### config.mk
export PLATFORM = sky130hd
export DESIGN_NAME = smg_fifo_disp
export DESIGN_NICKNAME = d
export VERILOG_FILES = /design/src/rtl/smg_pkg.sv /design/src/rtl/smg_hex7.sv /design/src/rtl/smg_fifo_disp.sv
export SDC_FILE = /design/constraint.sdc
export NUM_CORES = 1
export LEC_CHECK = 0
export ABC_CLOCK_PERIOD_IN_PS = 2600
export CAP_MARGIN = 5
export CORE_AREA = 2 2 69 71
export CTS_CLUSTER_DIAMETER = 200
export CTS_CLUSTER_SIZE = 12
export DETAILED_ROUTE_END_ITERATION = 10
export DIE_AREA = 0 0 71 73
export PLACE_DENSITY = 0.68
export SETUP_SLACK_MARGIN = 0.2
export SLEW_MARGIN = 5
export SYNTH_ARGS = -nofsm -noshare
export SYNTH_HDL_FRONTEND = slang
export SYNTH_HIERARCHICAL = 1
export SYNTH_SLANG_ARGS = --single-unit
### constraint.sdc
create_clock -name clk_50MHz -period 2.6 [get_ports clk_50MHz]
set_clock_uncertainty 0.05 [all_clocks]
set_input_delay 0.65 -clock clk_50MHz [delete_from_list [all_inputs] [get_ports clk_50MHz]]
set_output_delay 0.65 -clock clk_50MHz [all_outputs]
set_load 0.01 [all_outputs]
### src/rtl/smg_pkg.sv
// Shared definitions for the FIFO-fed 7-segment display: fetch FSM states, hex segment map, digit count.
// Segment codes are active-high {dp,g,f,e,d,c,b,a}; output polarity is applied at the top level.
package smg_pkg;

    typedef enum logic [1:0] {
        ST_IDLE  = 2'd0,
        ST_READ  = 2'd1,
        ST_LATCH = 2'd2
    } fetch_state_t;

    localparam int NUM_DIGITS = 4;
    localparam int IDX_W      = $clog2(NUM_DIGITS);

    localparam logic [7:0] SEG_DASH  = 8'h40;
    localparam logic [7:0] SEG_BLANK = 8'h00;

    // Entry [n] is the pattern for hex digit n; listed from F down to 0.
    localparam logic [15:0][7:0] HEX7_TABLE = {
        8'h71, 8'h79, 8'h5E, 8'h39, 8'h7C, 8'h77, 8'h6F, 8'h7F,
        8'h07, 8'h7D, 8'h6D, 8'h66, 8'h4F, 8'h5B, 8'h06, 8'h3F
    };

    function automatic logic [NUM_DIGITS-1:0] digit_onehot(input logic [IDX_W-1:0] idx);
        return NUM_DIGITS'(1) << idx;
    endfunction

endpackage

### src/rtl/smg_hex7.sv
// Nibble to active-high 7-segment pattern, dp always off.
// Purely combinational, zero latency, no flow control.
module smg_hex7
    import smg_pkg::*;
(
    input  logic [3:0] nibble,
    output logic [7:0] seg
);

    assign seg = HEX7_TABLE[nibble];

endmodule

### src/rtl/smg_fifo_disp.sv
// Fetches {addr,data} words from a FIFO on request and scans them onto a 4-digit 7-segment display.
// Word visible 3 cycles after request; requests during a fetch are dropped; SMG_LEADZERO_BLANK_EN blanks leading zeros.
module smg_fifo_disp
    import smg_pkg::*;
#(
    parameter bit SEG_ACT_LOW = 1'b1,
    parameter bit SEL_ACT_LOW = 1'b1
) (
    input  logic                  clk_50MHz,
    input  logic                  rst,
    input  logic                  clk_1khz,
    input  logic                  rdsig_nextdata,
    input  logic                  fifo_empty,
    input  logic [15:0]           fifo_rdata,
    output logic                  fifo_rd_en,
    output logic [7:0]            seg,
    output logic [NUM_DIGITS-1:0] sel,
    output logic                  disp_valid,
    output logic                  underrun
);

    fetch_state_t     state;
    logic [15:0]      disp_word;

    logic             k1;
    logic             k2;
    logic             tick;
    logic [IDX_W-1:0] digit_idx;
    logic [3:0]       nibble;
    logic [7:0]       hex_seg;
    logic             lead_blank;
    logic [7:0]       seg_next;

    // Fetch FSM: rd_en is asserted together with entry into READ, so the FIFO
    // returns data during LATCH, where it is captured.
    always_ff @(posedge clk_50MHz or negedge rst) begin
        if (!rst) begin
            state      <= ST_IDLE;
            fifo_rd_en <= 1'b0;
            underrun   <= 1'b0;
            disp_word  <= 16'h0000;
            disp_valid <= 1'b0;
        end else begin
            fifo_rd_en <= 1'b0;
            underrun   <= 1'b0;
            case (state)
                ST_IDLE: begin
                    if (rdsig_nextdata) begin
                        if (fifo_empty) begin
                            underrun <= 1'b1;
                        end else begin
                            state      <= ST_READ;
                            fifo_rd_en <= 1'b1;
                        end
                    end
                end
                ST_READ: begin
                    state <= ST_LATCH;
                end
                ST_LATCH: begin
                    disp_word  <= fifo_rdata;
                    disp_valid <= 1'b1;
                    state      <= ST_IDLE;
                end
                default: begin
                    state <= ST_IDLE;
                end
            endcase
        end
    end

    assign tick   = k1 & ~k2;
    assign nibble = disp_word[{digit_idx, 2'b00} +: 4];

    smg_hex7 u_hex7 (
        .nibble (nibble),
        .seg    (hex_seg)
    );

`ifdef SMG_LEADZERO_BLANK_EN
    // A digit is a leading zero when it and every digit to its left are zero.
    always_comb begin
        lead_blank = 1'b0;
        case (digit_idx)
            2'd3:    lead_blank = (disp_word[15:12] == 4'h0);
            2'd2:    lead_blank = (disp_word[15:8]  == 8'h00);
            2'd1:    lead_blank = (disp_word[15:4]  == 12'h000);
            default: lead_blank = 1'b0;
        endcase
    end
`else
    assign lead_blank = 1'b0;
`endif

    always_comb begin
        seg_next = hex_seg;
        if (!disp_valid) begin
            seg_next = SEG_DASH;
        end else if (lead_blank) begin
            seg_next = SEG_BLANK;
        end
    end

    // Outputs stay dark after reset until the first tick lights digit 0.
    always_ff @(posedge clk_50MHz or negedge rst) begin
        if (!rst) begin
            k1        <= 1'b0;
            k2        <= 1'b0;
            digit_idx <= '0;
            seg       <= {8{SEG_ACT_LOW}};
            sel       <= {NUM_DIGITS{SEL_ACT_LOW}};
        end else begin
            k1 <= clk_1khz;
            k2 <= k1;
            if (tick) begin
                seg       <= seg_next ^ {8{SEG_ACT_LOW}};
                sel       <= digit_onehot(digit_idx) ^ {NUM_DIGITS{SEL_ACT_LOW}};
                digit_idx <= digit_idx + IDX_W'(1);
            end
        end
    end

endmodule
* Yosys cells after proc, flatten, opt, wreduce, memory -nomap -nowiden *
Memories as Yosys holds them, arrays and structs flattened.
Index checks and enable logic that the tools add are counted.

storage, ports and cells
  memories = 1
  register bits after elaboration = 37
  output and inout bits = 15
  logic and storage cells = 36
  bits in read-only memories = 128
  input port bits = 21

cells by class
  shifts and indexed selects = 2
  $add $sub $neg = 1
  reduce and logical (&&, ||, !) cells = 2
  order comparisons = 1
  bitwise logic cells = 4
  muxes and demuxes = 11
  eq/ne operators = 4

memory list
  memory            depth  width  read ports  clocked after memory_dff  write ports  line            RTL
  (name not given)  16     8      1           0                         0            smg_hex7.sv:10  assign seg = HEX7_TABLE[nibble];

operators with widths
  kind                                                                  count
  8-bit two-way mux                                                     2
  16-bit by 5-bit indexed part select with 4-bit output                 1
  8-bit NOT                                                             1
  1-bit two-way mux                                                     6
  4-bit by 5-bit < comparator with 1-bit output, second input constant  1
  2-bit two-way mux                                                     2
  2-bit != test, second input constant                                  2
  4-bit NOT                                                             1
  2-bit one-hot mux with 2 select lines                                 1
  1-bit by 2-bit << shifter with 4-bit output, first input constant     1
  2-bit by 1-bit adder with 2-bit output, second input constant         1
  2-bit by 1-bit == test with 1-bit output, second input constant       1
  2-bit == test, second input constant                                  1
  2-bit zero test                                                       1
  2-bit AND reduction                                                   1
  1-bit AND                                                             1
  1-bit NOT                                                             1

* Longest topological paths before layout *
  word-level depth = 5
  depth in mapped cells = 8
  mapped depth without buffers = 7

* Modules after synthesis *
Netlist, hierarchy kept.

modules (own cells, without submodules)
  module         area an instance (µm²)  instances  cells an instance  seq. area each (µm²)
  smg_fifo_disp  1616.6                  1          102                940.9
  smg_hex7       299.0                   1          35                 0.0

* Worst setup path before layout *
Ideal clock, no wire load.

  kind = register to register
  start point = register digit_idx[0]
  end point = register seg[3]
  setup time = 0.059 ns
  cell stages (with the launch flop) = 9
  period minus slack after synthesis = 2.254 ns
  path buffers = 1
  required time = 2.491 ns
  slack = 0.346 ns
  data arrival time = 2.144 ns
  path through = dfrtp_1 > clkbuf_2 > mux4_2 > inv_1 > ha_1 > inv_1 > mux4_1 > nand2_1 > mux2_2

between the ends
  word-level cells in the longest chain between the ends = 5

RTL lines
  what                                                   line                  RTL
  start, declared                                        smg_fifo_disp.sv:28   logic [IDX_W-1:0] digit_idx;
  start signal, assigned                                 smg_fifo_disp.sv:118  digit_idx <= digit_idx + IDX_W'(1);
  16-bit by 5-bit indexed part select with 4-bit output  smg_fifo_disp.sv:73   assign nibble = disp_word[{digit_idx, 2'b00} +: 4];
  via nibble[1]                                          smg_fifo_disp.sv:29   logic [3:0] nibble;
  memory 16 x 8 bit                                      n/a
  8-bit two-way mux (implied by the code)                smg_hex7.sv:10
  via hex_seg[3]                                         smg_fifo_disp.sv:30   logic [7:0] hex_seg;
  8-bit two-way mux                                      smg_fifo_disp.sv:97   if (!disp_valid) begin
  8-bit NOT (no line)                                    n/a
  end signal, assigned                                   smg_fifo_disp.sv:110  seg <= {8{SEG_ACT_LOW}};
  end signal, assigned                                   smg_fifo_disp.sv:116  seg <= seg_next ^ {8{SEG_ACT_LOW}};
  end, declared                                          smg_fifo_disp.sv:16   output logic [7:0] seg,

The timed path passes the listed nets, and every way through them passes these cells. The select of a mux whose other input is x is not followed.
A chain may end at the register's enable or synchronous reset.

* Worst setup path in the final report *
Ends and elaborated chain as after synthesis.

==> results.json <==
{
  "drive_above_1_share_pct": 35.4,
  "cp-start-kind": "flip-flop",
  "die_h_um": 73,
  "ff2ff_path_depth": 7,
  "syn_area_per_cell_um2": 14.0,
  "ir_drop_mv": 0.402,
  "synth_fp_nets": 169,
  "crit_start": "digit_idx[0]",
  "path_clk_slew_ns": 0.07,
  "arrival_ns": 2.44,
  "netlist.area_leader.share_pct": 32.7,
  "synth-seq-cells": 37,
  "synth.most_common_cell": "dfrtp_1",
  "antenna_cells": 0,
  "syn_area_um2": 1920,
  "synth_ff_type": "dfrtp_1",
  "fp.dieW_um": 71,
  "end_kind": "flip-flop",
  "core_area_um2": 4540,
  "gp_congestion": 0.845,
  "cts_hold_buffers": 0,
  "wl_per_cell_um": 14.3,
  "post-route-drc-count": 0,
  "grt_max_degree": 38,
  "numClockSinks": 37,
  "port_buffers": 35,
  "r2r-end": "seg[3]",
  "hold_violations": 0,
  "worstPathRequired_ns": 2.79,
  "outcome": "complete, no violations",
  "seq_area_frac_synth_pct": 49.1,
  "yosysTopAreaCell": "dfrtp_1",
  "yosysUniqueCellTypes": 33,
  "synthTopCellsByArea": "dfrtp_1 33%, dfstp_2 16%, mux2_2 11%",
  "first_pass_iters": 4,
  "row_count": 25,
  "rsz0062_at_grt": "no",
  "clk_latency_ns": 0.29,
  "nNetsFinal": 206,
  "min_path_type": "flip-flop to flip-flop",
  "fin_util_pct": 53.2,
  "rr_startpoint": "digit_idx[0]",
  "drv_cap": 0,
  "power_density_nw_per_um2": 1160,
  "async_reset_ff_share_pct": 100,
  "endpoint": "seg[3]",
  "fin_crit_ns": 2.25,
  "p_leak_uw": 0.00108,
  "cts-root-buf": "clkbuf_8",
  "hpwl_mm": 2.42,
  "setup_ws_ns": 0.351,
  "fin_crit_sh_pct": 86.5,
  "syn2layout_area_growth_pct": 26.0,
  "max_freq_mhz": 445,
  "overflow": 0,
  "yosys-top-cells-count": "25 x dfrtp_1, 18 x mux2_2, 12 x dfstp_2",
  "finalSetupTns_ns": 0,
  "cts_buffers": 5,
  "pre_cts_ws_ns": 0.186,
  "setup_violations": 0,
  "fin_area_um2": 2410,
  "path_class": "flip-flop to flip-flop",
  "wirelength_mm": 3.27,
  "vias": 1129,
  "dr.first_iter.drc_count": 52,
  "viasPerCell": 4.93,
  "groute.usage.overall_pct": 14.5,
  "power_uw": 2810,
  "fp.dieArea_um2": 5180,
  "place_area_um2": 2260,
  "r2r_slack_ns": 0.35,
  "cts_tree": "yes",
  "maxSlewViolCount": 0,
  "relSlewSlack_pct": 47.7,
  "initial_core_util_pct": 42.2,
  "synth_cells": 137,
  "grt_pass1_vias": 1211,
  "synth_edf_count": 0,
  "antenna_found_initial": 0,
  "boundaryPins": 36,
  "grt_pass1_wl_mm": 5.71,
  "worst_pin_slew_ns": 0.784,
  "critical_path.max_fanout": 5,
  "cts.htree.levels": 2,
  "cts_max_path_buffers": 2,
  "synth_warnings": 6,
  "ant_nets": 0
}
==> timing repair <==
action / CTS / global route
buffers inserted: 0 / 2
setup endpoints to repair: 1 / 1
resized for setup: 1 / 0
==> report_power, final <==
part,total [uW],switching [uW],internal (uW)
Combinational,1300,559,736
Sequential,927,120,807
Clock,586,205,381
==> through the flow <==
step / std cells / hold slack [ns]
floorplan: 137 / 0.297
global placement: 219 / 0.304
detailed placement: 219 / 0.324
CTS: 227 / 0.340
global route: 229 / 0.358
finish: 229 / 0.334
==> kinds of logic (layout without fill, tap and decap cells) <==
logic type / count (synthesis) / after routing / share of synthesized area, %
muxes: 39 / 39 / 27.4
DFF: 37 / 37 / 49.1
adders and majority gates: 11 / 11 / 7.18
buffers and inverters: 20 / 58 / 6.34
and+or+nand+nor: 22 / 22 / 6.99
AOI/OAI and AO/OA: 6 / 6 / 2.29
xor gates and xnor gates: 1 / 1 / 0.457
other: 1 / 1 / 0.196
==> flip-flops by register name, summed over array words and instances, names as in the netlist, 2 cells and up <==
register,count
seg,8
sel,4
digit_idx,2
disp_word,16
state,2
==> layer usage <==
metal | global-route usage (%) | vias up | share of wire [%]
li1 | - | 539 | -
met1 | 17.6 | 559 | 46
met2 | 24.1 | 26 | 49
met3 | 3.31 | 5 | 3.7
met4 | 7.55 | 0 | 1.7
met5 | 0 | - | 0
==> cell usage in the layout (no fill, tap or decap), types with 2 or more instances in the layout <==
master / count
clkdlybuf4s50_1: 34
dfrtp_1: 24
mux2_2: 18
dfstp_2: 12
inv_1: 11
ha_1: 11
mux2_4: 9
nand2_1: 8
mux2i_1: 6
clkbuf_8: 5
mux4_2: 4
buf_4: 4
nor2b_1: 3
a21oi_1: 3
nor4b_1: 2
bufinv_16: 2
nor3_1: 2
==> how the worst min path moves through the flow <==
stage	start	to	slack (ns)	depth (start not counted)
3_3_place_gp	k1	k2	0.30	0
4_1_cts	k1	k2	0.34	0
2_1_floorplan	rst	digit_idx[0]	0.30	0
3_5_place_dp	k1	k2	0.32	0
5_1_grt	k1	k2	0.36	0
6_report	k1	k2	0.33	0
==> critical path: stages (launching register included) <==
cell,delay [ns]
dfrtp_2,0.42
mux4_2,0.58
inv_1,0.15
ha_1,0.25
inv_1,0.05
mux4_1,0.47
nand2_1,0.08
mux2_2,0.14
==> layout make-up <==
type / count / area, um^2
flip-flops and latches: 37 / 942
fillers: 368 / 2120
multi-input cells: 80 / 853
repair buffers: 39 / 375
clock inverters: 3 / 65.1
well taps: 54 / 67.6
inverters: 11 / 41.3
clock buffers: 5 / 68.8
Note: power is estimated with default switching activity, not from simulation.
